==> src/rtl/dds_pkg.sv <==
// Shared widths and FSM encoding for the DDS sweep controller.
package dds_pkg;

  localparam int KW_DEF = 22;
  localparam int DW_DEF = 16;

  typedef enum logic [1:0] {
    ST_IDLE   = 2'd0,
    ST_RUN    = 2'd1,
    ST_FINISH = 2'd2
  } state_t;

endpackage

==> src/rtl/dds_pulse_gen.sv <==
// Sample strobe generator: free-running 0..period-1 counter while enabled,
// one-cycle pulse on the terminal count.
module dds_pulse_gen
  import dds_pkg::*;
#(
  parameter int DW = DW_DEF
) (
  input  logic          clk,
  input  logic          reset,
  input  logic          i_en,
  input  logic          i_clr,
  input  logic [DW-1:0] i_period,
  output logic          o_pulse
);

  logic [DW-1:0] r_cnt;
  logic          w_last;

  // period is guaranteed non-zero by the caller
  assign w_last  = (r_cnt == i_period - DW'(1));
  assign o_pulse = i_en & w_last;

  always_ff @(posedge clk or posedge reset) begin
    if (reset) begin
      r_cnt <= '0;
    end else if (i_clr) begin
      r_cnt <= '0;
    end else if (i_en) begin
      r_cnt <= w_last ? '0 : r_cnt + DW'(1);
    end
  end

endmodule

==> src/rtl/dds_sweep_ctrl.sv <==
// Frequency-sweep controller: steps the DDS frequency word every dwell
// samples from k_start towards k_stop, optionally looping.
module dds_sweep_ctrl
  import dds_pkg::*;
#(
  parameter int KW = KW_DEF,
  parameter int DW = DW_DEF
) (
  input  logic          clk,
  input  logic          reset,
  input  logic          start,
  input  logic          abort,
  input  logic [KW-1:0] k_start,
  input  logic [KW-1:0] k_step,
  input  logic [KW-1:0] k_stop,
  input  logic [DW-1:0] div,
  input  logic [DW-1:0] dwell,
  input  logic          loop,
  input  logic          new_sample_ready,
  output logic [KW-1:0] k,
  output logic          sampling_pulse,
  output logic          busy,
  output logic          done
);

  state_t        r_state;
  state_t        w_state_nxt;
  logic [KW-1:0] r_k;
  logic [KW-1:0] r_k_start;
  logic [KW-1:0] r_k_step;
  logic [KW-1:0] r_k_stop;
  logic [DW-1:0] r_div;
  logic [DW-1:0] r_dwell;
  logic          r_loop;
  logic [DW-1:0] r_dwell_cnt;

  logic          w_accept;
  logic          w_ack;
  logic          w_last_smp;
  logic          w_bound;
  logic [KW:0]   w_sum;
  logic          w_in_range;
  logic          w_run;

  assign w_run      = (r_state == ST_RUN);
  assign w_accept   = (r_state == ST_IDLE) & start & ~abort;
  assign w_ack      = w_run & new_sample_ready & ~abort;
  assign w_last_smp = (r_dwell_cnt == r_dwell - DW'(1));
  assign w_bound    = w_ack & w_last_smp;
  // extra bit catches wrap-around of the frequency word
  assign w_sum      = {1'b0, r_k} + {1'b0, r_k_step};
  assign w_in_range = ~w_sum[KW] & (w_sum[KW-1:0] <= r_k_stop);

  always_ff @(posedge clk or posedge reset) begin
    if (reset) begin
      r_state <= ST_IDLE;
    end else begin
      r_state <= w_state_nxt;
    end
  end

  always_comb begin
    w_state_nxt = r_state;
    unique case (r_state)
      ST_IDLE: begin
        if (w_accept) w_state_nxt = ST_RUN;
      end
      ST_RUN: begin
        if (abort) begin
          w_state_nxt = ST_IDLE;
        end else if (w_bound & ~w_in_range & ~r_loop) begin
          w_state_nxt = ST_FINISH;
        end
      end
      ST_FINISH: w_state_nxt = ST_IDLE;
      default:   w_state_nxt = ST_IDLE;
    endcase
  end

  always_ff @(posedge clk or posedge reset) begin
    if (reset) begin
      r_k         <= '0;
      r_k_start   <= '0;
      r_k_step    <= '0;
      r_k_stop    <= '0;
      r_div       <= '0;
      r_dwell     <= '0;
      r_loop      <= 1'b0;
      r_dwell_cnt <= '0;
    end else if (w_accept) begin
      r_k         <= k_start;
      r_k_start   <= k_start;
      r_k_step    <= k_step;
      r_k_stop    <= k_stop;
      r_div       <= (div == '0) ? DW'(1) : div;
      r_dwell     <= (dwell == '0) ? DW'(1) : dwell;
      r_loop      <= loop;
      r_dwell_cnt <= '0;
    end else if (w_ack) begin
      if (w_last_smp) begin
        r_dwell_cnt <= '0;
        if (w_in_range) begin
          r_k <= w_sum[KW-1:0];
        end else if (r_loop) begin
          r_k <= r_k_start;
        end
      end else begin
        r_dwell_cnt <= r_dwell_cnt + DW'(1);
      end
    end
  end

  dds_pulse_gen #(
    .DW(DW)
  ) u_pulse (
    .clk      (clk),
    .reset    (reset),
    .i_en     (w_run & ~abort),
    .i_clr    (w_accept),
    .i_period (r_div),
    .o_pulse  (sampling_pulse)
  );

  assign k    = r_k;
  assign busy = w_run;
  assign done = (r_state == ST_FINISH) & ~abort;

endmodule

==> config.mk <==
export PLATFORM = sky130hd
export DESIGN_NAME = dds_sweep_ctrl
export DESIGN_NICKNAME = d
export VERILOG_FILES = /design/src/rtl/dds_pkg.sv /design/src/rtl/dds_pulse_gen.sv /design/src/rtl/dds_sweep_ctrl.sv
export SDC_FILE = /design/constraint.sdc
export NUM_CORES = 1
export LEC_CHECK = 0
export CORE_MARGIN = 2
export CORE_UTILIZATION = 60
export DETAILED_ROUTE_END_ITERATION = 10
export GPL_TIMING_DRIVEN = 1
export HOLD_SLACK_MARGIN = 0.1
export PLACE_DENSITY = 0.85
export REMOVE_ABC_BUFFERS = 1
export SETUP_SLACK_MARGIN = 0.3
export SYNTH_ARGS = -nofsm -noshare
export SYNTH_HDL_FRONTEND = slang
export SYNTH_SLANG_ARGS = --single-unit
==> constraint.sdc <==
create_clock -name clk -period 16.3 [get_ports clk]
set_input_delay 4.89 -clock clk [delete_from_list [all_inputs] [get_ports clk]]
set_output_delay 4.89 -clock clk [all_outputs]
set_load 0.01 [all_outputs]
==> results.md <==
* Synthesized cell area at 9300 sq um
* Row Count at 45
* Largest net degree at the start of global routing at 93
* Initial Util at slightly above 60%
* Total Wirelength at between 20000 and 25000 microns
* Post-CTS setup buffers at 0
* Drt first-iter violations at 640
* PnR Total Power at around 1.5 mW
* Total congestion overflow at 0
* Crit Path Class: input pin to output pin
* Commonest cells post-synth: nand2_1 (276), dfrtp_1 (155), o21ai_0 (72)
* Average vias per placed instance at between 5 and 6
* Residual DRC at 0
* Vias in the first global route at 7841
* Port buffer count at 128
* Yosys top cell area share at a little over two fifths
* Reg clk slew, reported paths at ~0.060 ns
* Number of antenna diodes at 0
* Seq/Total Area, Yosys at 41.7%
* Crit path max fanout at 5
* CP max stage delay at roughly 0.53 ns
* Hold_buf cts at 0
* Worst hold path type: register to register
* Count leader, synth: nand2_1
* Clk sinks at 155
* Sum Neg Setup Slack at 0 ns
* DRT Pass-1 Iters at 6
* Peak Freq at approximately 89 MHz
* DP HPWL at approximately 16000 microns
* Crit path top cell by count: clkdlybuf4s50_1
* Slowest stage cell, crit path: clkdlybuf4s50_1
* Power Dens Cells at around 130 nW/um^2
* Max Cap Violations at 0
* Status: completed
* Final GP Congestion at roughly 0.86
* Number of buffers created by CTS at 17
* Crit path cell chain: clkdlybuf4s50_1, nor2b_1, and2_1, clkdlybuf4s50_1
* Worst slew pin tran at ~1.0 ns
* CTS Root Buffer Type: clkbuf_16
* Total die area at 16500 sq um
* Synth warnings at 0
* Initial antenna violation count at 0
* Core area at around 15000 sq um
* Hold slack at ~0.47 ns
* Element type at the critical path start: input pin
* Filler cells at around 1100
* Leak pwr at approximately 5.3 nW
* Final clock skew at 0.00758 ns
* Post-synth EDFFs at 0
* Ys async rst share at 100%
* Cells after Synth at approximately 1100
* H-tree Lvls at 4
* Top FF cell, synth: dfrtp_1
* Syn_area_per_cell at 8.75 sq um
* Nets@finish at roughly 1300
* Slew HR at approximately 30%
* Netlist cell types at 66
* Crit end category: output pin
* ANT nets after route at 0
* Clk Latency, worst-skew pair at 0.43 ns
* DIE HEIGHT at around 130 microns
* Clock Tree Buf Depth at 2
* Gr usage total at roughly 29%
* Routed WL per cell at roughly 17 microns
* Top cells by area, synth: dfrtp_1 (42%), nand2_1 (11%), ha_1 (6.5%), xnor2_1 (4.1%), o21ai_0 (3.9%)
* CTS tree: done
* Final min period at around 11 ns
* Peak supply drop at 0.0866 mV
* IO Pins at about 130
* Req. time, crit path at 11.41 ns
* Area Growth Syn to Fin at 21.4%
* Crit path arrival time at 6.34 ns
* RSZ-0062 raised after global routing: no
* First-pass GRT wire length at approximately 38000 microns
* Die width at 128 microns
* Finish-stage setup viols at 0
* Final hold violation count at 0
* Tcrit/Tclk final at between 60% and 70%
* Yosys top cell by area: dfrtp_1
* Slew Limit Fails at 0
* Via count at about 8000
* Ratio of cells with drive above 1 in the final layout at between 5 and 6%
* Post-synthesis sequential element count at between 150 and 200
* Post-CTS sizing at 0
state kept, by name, summed over array words and instances (netlist names):
signal         count
r_state            2
r_k_step          22
u_pulse.r_cnt     16
r_k_start         22
r_dwell_cnt       16
r_div             16
r_dwell           16
k                 22
r_loop             1
r_k_stop          22
cell usage in the layout, fill, tap and decap left out, types with 4 or more instances in the layout:
| cell | n |
|---|---|
| nand2_1 | 276 |
| or4_1 | 4 |
| nor2_1 | 27 |
| xor2_1 | 24 |
| o31ai_1 | 4 |
| o211ai_1 | 15 |
| ha_1 | 48 |
| mux2i_1 | 19 |
| o21ai_1 | 8 |
| nand4_1 | 7 |
| and2_1 | 8 |
| nand3_1 | 50 |
| nor3b_1 | 21 |
| clkdlybuf4s50_1 | 128 |
| bufinv_16 | 4 |
| a311oi_1 | 5 |
| nand2b_1 | 4 |
| a21oi_1 | 37 |
| dfrtp_1 | 155 |
| clkbuf_16 | 17 |
| nor2b_1 | 6 |
| o21ai_0 | 72 |
| nand4b_1 | 4 |
| inv_1 | 41 |
| buf_4 | 7 |
| o211ai_2 | 10 |
| and3_1 | 24 |
| nor4_1 | 12 |
| xnor2_1 | 44 |
| a21o_1 | 27 |
| nor3_1 | 15 |
worst max-delay path: cells and delay by family:
family / cells / cell delay, ns
buf+inv: 2 / 1.01
simple gates: 2 / 0.44
worst paths after layout:
path / startpoint / endpoint / slack, ns / depth (start not counted)
max: abort / sampling_pulse / 5.07 / 4
min: r_k_start[5]$_DFFE_PP0P_ / r_k_start[5]$_DFFE_PP0P_ / 0.47 / 2
max reg2reg: k[4]$_DFFE_PP0P_ / k[15]$_DFFE_PP0P_ / 10.92 / 18
min reg2reg: r_k_start[5]$_DFFE_PP0P_ / r_k_start[5]$_DFFE_PP0P_ / 0.47 / 2
max in group asynchronous: reset / k[12]$_DFFE_PP0P_ / 9.88 / 3
min in group asynchronous: reset / r_dwell_cnt[0]$_DFFE_PP0P_ / 4.97 / 2
layer usage:
metal | global-route usage (%) | wire length [microns] | vias to the layer above
met5 | 0 | 0 | -
met4 | 7.69 | 354 | 0
met3 | 5.41 | 1110 | 30
met2 | 48.8 | 11200 | 230
met1 | 38.2 | 10300 | 3873
li1 | - | - | 3911
metrics by stage:
| step | utilization (%) | area (sq um) | setup slack, ns | cells |
|---|---|---|---|---|
| after floorplan | - | 9070 | 1.01 | 1020 |
| after global placement | 70.4 | 10700 | 5.09 | 1343 |
| after detailed placement | 70.4 | 10700 | 5.07 | 1343 |
| after CTS | 74.5 | 11300 | 5.07 | 1373 |
| after global routing | 74.5 | 11300 | 4.98 | 1373 |
| final | 74.5 | 11300 | 5.07 | 1373 |
final cells by class:
cell class | count | area [sq um] | share of cell area (%)
flip-flops and latches | 155 | 3880 | 34.4
repair buffers | 135 | 1330 | 11.8
well taps | 188 | 235 | 2.08
clock buffers | 19 | 453 | 4.01
clock inverters | 11 | 170 | 1.51
inverters | 42 | 163 | 1.44
multi-input cells | 823 | 5050 | 44.8
where the power goes:
group,switching (mW),internal (mW)
Clock,0.159,0.262
Combinational,0.324,0.251
Sequential,0.0574,0.446
kinds of logic after synthesis:
| logic type | Yosys count | synth area share, % |
|---|---|---|
| AND/OR/NAND/NOR | 482 | 24.8 |
| AO/OA/AOI/OAI | 204 | 14.1 |
| flip-flops | 155 | 41.7 |
| buffers and inverters | 85 | 4.08 |
| XOR/XNOR | 68 | 6.41 |
| adder cells (fa/ha/maj) | 49 | 6.68 |
| multiplexers | 20 | 2.17 |
(Power assumes the default switching activity.)
